===== src/rtl/hsv_core_alu_arbiter.sv =====
// Round-robin arbiter sharing one ALU pipeline between two requesters, with an
// in-order tag FIFO that steers ALU results back to the originating requester.
package hsv_core_alu_arbiter_pkg;
  typedef struct packed {
    logic [3:0]  opcode;
    logic [4:0]  rd;
    logic [31:0] op_a;
    logic [31:0] op_b;
  } alu_data_t;

  typedef struct packed {
    logic [4:0]  rd;
    logic [31:0] result;
  } commit_data_t;
endpackage

module hsv_core_alu_arbiter
  import hsv_core_alu_arbiter_pkg::*;
#(
  parameter int unsigned DEPTH = 4
) (
  input  logic         clk_core,
  input  logic         rst_core,
  input  logic         flush_req,
  output logic         flush_ack,
  input  alu_data_t    in0_data,
  input  logic         in0_valid,
  output logic         in0_ready,
  input  alu_data_t    in1_data,
  input  logic         in1_valid,
  output logic         in1_ready,
  output alu_data_t    alu_data,
  output logic         alu_valid,
  input  logic         alu_ready,
  input  commit_data_t alu_commit,
  input  logic         alu_out_valid,
  output logic         alu_out_ready,
  output commit_data_t out0_data,
  output logic         out0_valid,
  input  logic         out0_ready,
  output commit_data_t out1_data,
  output logic         out1_valid,
  input  logic         out1_ready
);

  localparam int unsigned PW = $clog2(DEPTH);
  localparam int unsigned CW = $clog2(DEPTH + 1);

  if (DEPTH < 2 || (DEPTH & (DEPTH - 1)) != 0) begin : g_depth_check
    $error("hsv_core_alu_arbiter: DEPTH must be a power of two >= 2");
  end

  typedef enum logic {
    S_RUN,
    S_FLUSH
  } state_e;

  state_e          state_q, state_d;
  logic            last_grant_q, last_grant_d;
  logic [PW-1:0]   wr_ptr_q, wr_ptr_d;
  logic [PW-1:0]   rd_ptr_q, rd_ptr_d;
  logic [CW-1:0]   count_q, count_d;
  logic [DEPTH-1:0] tag_q, tag_d;

  logic full, empty, flushing, active, eligible;
  logic grant, head, ret_ok, push, pop;

  // Full/empty come only from registered state, keeping alu_out_valid off the issue path.
  assign full     = (count_q == CW'(DEPTH));
  assign empty    = (count_q == '0);
  assign flushing = flush_req || (state_q == S_FLUSH);
  assign active   = !rst_core && !flushing;
  assign head     = tag_q[rd_ptr_q];

  always_comb begin
    grant = ~last_grant_q;
    if (in0_valid && !in1_valid) begin
      grant = 1'b0;
    end else if (in1_valid && !in0_valid) begin
      grant = 1'b1;
    end
  end

  assign eligible  = active && !full && alu_ready;
  assign alu_valid = active && !full && (grant ? in1_valid : in0_valid);
  assign alu_data  = grant ? in1_data : in0_data;
  assign in0_ready = eligible && !grant;
  assign in1_ready = eligible && grant;
  assign push      = alu_valid && alu_ready;

  assign out0_data  = alu_commit;
  assign out1_data  = alu_commit;
  assign ret_ok     = active && !empty && alu_out_valid;
  assign out0_valid = ret_ok && !head;
  assign out1_valid = ret_ok && head;

  // While flushing, stale ALU results are accepted and dropped.
  always_comb begin
    alu_out_ready = 1'b0;
    if (!rst_core) begin
      if (flushing) begin
        alu_out_ready = 1'b1;
      end else if (!empty) begin
        alu_out_ready = head ? out1_ready : out0_ready;
      end
    end
  end

  assign pop       = ret_ok && alu_out_ready;
  assign flush_ack = (state_q == S_FLUSH);

  always_comb begin
    state_d      = flush_req ? S_FLUSH : S_RUN;
    last_grant_d = last_grant_q;
    wr_ptr_d     = wr_ptr_q;
    rd_ptr_d     = rd_ptr_q;
    count_d      = count_q;
    tag_d        = tag_q;
    if (state_q == S_FLUSH) begin
      wr_ptr_d = '0;
      rd_ptr_d = '0;
      count_d  = '0;
    end else begin
      if (push) begin
        tag_d[wr_ptr_q] = grant;
        wr_ptr_d        = wr_ptr_q + PW'(1);
        last_grant_d    = grant;
      end
      if (pop) begin
        rd_ptr_d = rd_ptr_q + PW'(1);
      end
      case ({push, pop})
        2'b10:   count_d = count_q + CW'(1);
        2'b01:   count_d = count_q - CW'(1);
        default: count_d = count_q;
      endcase
    end
  end

  always_ff @(posedge clk_core) begin
    if (rst_core) begin
      state_q      <= S_RUN;
      last_grant_q <= 1'b1;
      wr_ptr_q     <= '0;
      rd_ptr_q     <= '0;
      count_q      <= '0;
      tag_q        <= '0;
    end else begin
      state_q      <= state_d;
      last_grant_q <= last_grant_d;
      wr_ptr_q     <= wr_ptr_d;
      rd_ptr_q     <= rd_ptr_d;
      count_q      <= count_d;
      tag_q        <= tag_d;
    end
  end

  a_no_orphan_result : assert property (@(posedge clk_core) disable iff (rst_core)
    !(alu_out_valid && empty && active))
    else $error("hsv_core_alu_arbiter: ALU result returned with no op in flight");

endmodule


===== config.mk =====
export PLATFORM = sky130hd
export DESIGN_NAME = hsv_core_alu_arbiter
export DESIGN_NICKNAME = d
export VERILOG_FILES = /design/src/rtl/hsv_core_alu_arbiter.sv
export SDC_FILE = /design/constraint.sdc
export NUM_CORES = 1
export LEC_CHECK = 0
export CAP_MARGIN = 20
export CORE_AREA = 2 2 135 137
export DETAILED_ROUTE_END_ITERATION = 8
export DIE_AREA = 0 0 137 139
export PLACE_DENSITY_LB_ADDON = 0.05
export SYNTH_ARGS = -nofsm -noshare
export SYNTH_HDL_FRONTEND = slang
export SYNTH_SLANG_ARGS = --single-unit
export TNS_END_PERCENT = 100

===== constraint.sdc =====
create_clock -name clk_core -period 3.2 [get_ports clk_core]
set_clock_uncertainty 0.05 [all_clocks]
set_input_delay 0.64 -clock clk_core [delete_from_list [all_inputs] [get_ports clk_core]]
set_output_delay 0.64 -clock clk_core [all_outputs]
set_load 0.03 [all_outputs]

==> parameters.txt <==
Parameter                              Value

Die
  Core Area ... 17700 um2
  Ports placed on the boundary ... 346
  Full die area ... 19000 um2
  Rows ... 49
  Die span in x ... 137 um
  Initial Util ... 12.4%
  Die Ht ... 139 um

Global route
  Overall Global Routing Usage ... 10.2%
  Wire length of the first global-routing pass ... 14500 um
  Antenna violations before repair ... 0
  Maximum number of pins on one net before global-route repair ... 22
  GRT Residual Overflow ... 0
  Vias in the first global route ... 2401

Cells and area
  Final cell count without fillers ... 642
  Area added between synthesis and finish ... 96.4%
  Filler Cell Count ... 1950
  Number of diodes ... 0
  Share of layout cells above drive strength 1 ... 28.3%
  Final net count ... 612

Critical path
  Required time of the worst setup path ... 2.51 ns
  Data arrival time of the critical path ... 2.42 ns
  Critical path start-end classification ... in2out
  Largest driver fanout on the critical path ... 13
  Worst Setup Start Kind ... primary input
  Crit end category ... primary output
  Worst setup slack for register-to-register paths ... 0.53 ns

Pwr
  Pwr per Cell Area ... 249 nW/um2
  Max VDD drop ... 0.000113 V
  Static leakage ... 0.00171 uW
  Share of power burned in the clock network ... 22.3%
  Switching Power ... 384 uW
  Cell internal pwr ... 691 uW
  Sequential fraction of design power ... 15.5%
  Total power after layout ... 1070 uW
  Part of the power in combinational logic ... 62.1%
  Fraction of power spent switching nets ... 35.7%

CTS
  Clock buffer depth ... 2
  CTS clk-pin slew, worst paths ... 0.04 ns
  Post-CTS repair timing setup buffer count ... 0
  TritonCTS clock tree ... yes
  Total CTS buffers ... 3
  Clk_lat worst skew ... 0.24 ns
  Cell at the root of the clock tree ... clkbuf_16
  H-tree depth ... 1
  Hold buffers post-CTS ... 0
  Num Clock Sinks ... 13

Synth
  Xor/xnor share of the synthesized area ... 1.20%
  Number of different library cells in the post-synthesis netlist ... 36
  Cell area after technology mapping ... 2200 um2
  Number of instances in the synthesized netlist ... 244
  Count of flip-flops with a built-in enable after synthesis ... 0
  Count of yosys warnings during synthesis ... 0
  Synthesized-area fraction occupied by and/or/nand/nor cells ... 7.12%
  Syn nets ... 442
  Flops & latches, synth ... 13
  Dominant combinational cell family by area after synthesis ... multiplexers
  Proportion of register bits with asynchronous set or reset after synthesis ... 0%
  Leading register cell type out of synthesis ... dfxtp_1
  Register area share after synthesis ... 11.9%
  Avg Inst Size Synth ... 9.00 um2
  Mux cell area share after synthesis ... 39.4%
  Adder and majority gate portion of the synthesized area ... 4.27%
  Area fraction in compound gates after synthesis ... 5.75%

STA
  Max-slew violations ... 0
  Normalized max-slew margin ... 75.4%
  Post-layout min period ... 3.11 ns
  Highest achievable clock rate ... 322 MHz
  Endpoints failing hold ... 0
  Transition time of the tightest slew-check pin ... 0.367 ns
  Share of the clock period used by the worst path after layout ... 97.2%
  Summed negative setup slack over all endpoints ... 0 ns
  Final setup fails ... 0
  Unrepaired setup endpoints after global routing ... no

Route
  Total number of vias ... 2270
  Number of iterations in the first detailed-routing pass ... 4
  Via density per instance ... 3.54
  DRC errors left ... 0
  Routed wire length ... 10700 um
  Detailed-route wire length per cell ... 16.6 um
  Violation count after the first detailed-routing iteration ... 31
  Number of routed nets with antenna violations ... 0

Run status
  Result of the run ... finished, final reports clean

Place
  I/O Buffers ... 234
  Cell total after placement ... 638
  DP Wirelength ... 9470 um
  RePlAce Congestion ... 0.757

Worst hold path
  Worst min-delay path class ... reg2reg

Run
  Max-cap viol count ... 0
==> area by class of cell <==
| type | count | area [um2] | area share [%] |
|---|---|---|---|
| repair buffers | 251 | 2380 | 55.1 |
| multi-input cells | 134 | 1270 | 29.4 |
| well taps | 229 | 287 | 6.64 |
| flip-flops and latches | 13 | 260 | 6.03 |
| clock buffers | 4 | 78.8 | 1.83 |
| inverters | 11 | 41.3 | 0.957 |
==> synthesized netlist by cell type (all sizes together) (2+ instances only) <==
master  count  share of area, %
buf        85                28
mux2       73                37
dfxtp      13                12
inv        11               1.9
nor2       11               1.9
a21oi       7               1.6
or3         6               1.9
ha          5               2.8
o21ai       5               1.1
mux2i       2              0.91
nand2       2              0.34
nor3        2              0.46
o311ai      2               1.1
or2         2              0.57
xor2        2              0.80
==> flip-flops by register name, indices dropped and copies added, names as in the netlist <==
name and count:
last_grant_q 1, tag_q 4, flush_ack 1, count_q 3, wr_ptr_q 2, rd_ptr_q 2
==> critical path, stage by stage <==
cell,delay [ns]
clkdlybuf4s50_1,0.48
inv_1,0.05
maj3_4,0.35
buf_4,0.21
mux2_1,0.33
dlygate4sd2_1,0.36
==> placed cells by master, fill, tap and decap left out, types with 2 or more instances in the layout <==
cell and n:
nor2_1 11, clkbuf_16 3, mux2i_1 2, a21oi_1 7
or3_1 5, inv_1 11, mux2_1 33, xor2_1 2
o21ai_0 5, nand2_1 2, dfxtp_1 13, dlygate4sd2_1 26
mux2_2 40, or2_1 2, buf_12 5, ha_1 5
buf_4 63, clkdlybuf4s50_1 155, nor3_1 2
==> path summary, 6_finish.rpt <==
check / startpoint / end / cells after the start
setup / recovery: in1_valid / alu_data[56] / 6
hold / removal: tag_q[1] / tag_q[1] / 2
setup reg to reg: rd_ptr_q[0] / count_q[2] / 10
hold reg to reg: tag_q[1] / tag_q[1] / 2
==> timing repair <==
item | CTS | global route
endpoints found under the setup margin | 26 | 22
gates resized for setup | 26 | 2
cloned | 0 | 0
hold endpoints to repair | 0 | 0
==> per-layer routing <==
| metal | global-route usage [%] | up-vias | routed length (um) |
|---|---|---|---|
| met5 | 0 | - | 0 |
| met4 | 1.57 | 0 | 54 |
| met3 | 4.24 | 4 | 1410 |
| met2 | 19.7 | 147 | 5610 |
| met1 | 10.2 | 1021 | 3580 |
| li1 | - | 1098 | - |
==> kinds of logic after synthesis <==
kind of cell,Yosys count
buf+inv,97
mux,76
simple gates,29
compound gates,19
flops,13
fa+ha+maj,7
xor+xnor,3
==> power groups by stage <==
stage	combinational [uW]	clock, uW	sequential [uW]
global route	710	257	167
detailed placement	697	0	170
floorplan	486	0	171
CTS	679	248	167
global placement	701	0	170
finish	667	240	167
==> stage by stage <==
| stage | hold slack, ns | setup WS (ns) | instance area [um2] | util, % |
|---|---|---|---|---|
| finish | 0.431 | 0.0905 | 4310 | 24.4 |
| detailed placement | 0.420 | -0.165 | 4260 | 24.1 |
| CTS | 0.429 | 0.00633 | 4310 | 24.4 |
| global placement | 0.419 | -0.138 | 4260 | 24.1 |
| global route | 0.449 | 0.00973 | 4310 | 24.4 |
| floorplan | 0.395 | 0.350 | 2200 | - |
(Power assumes the default switching activity.)
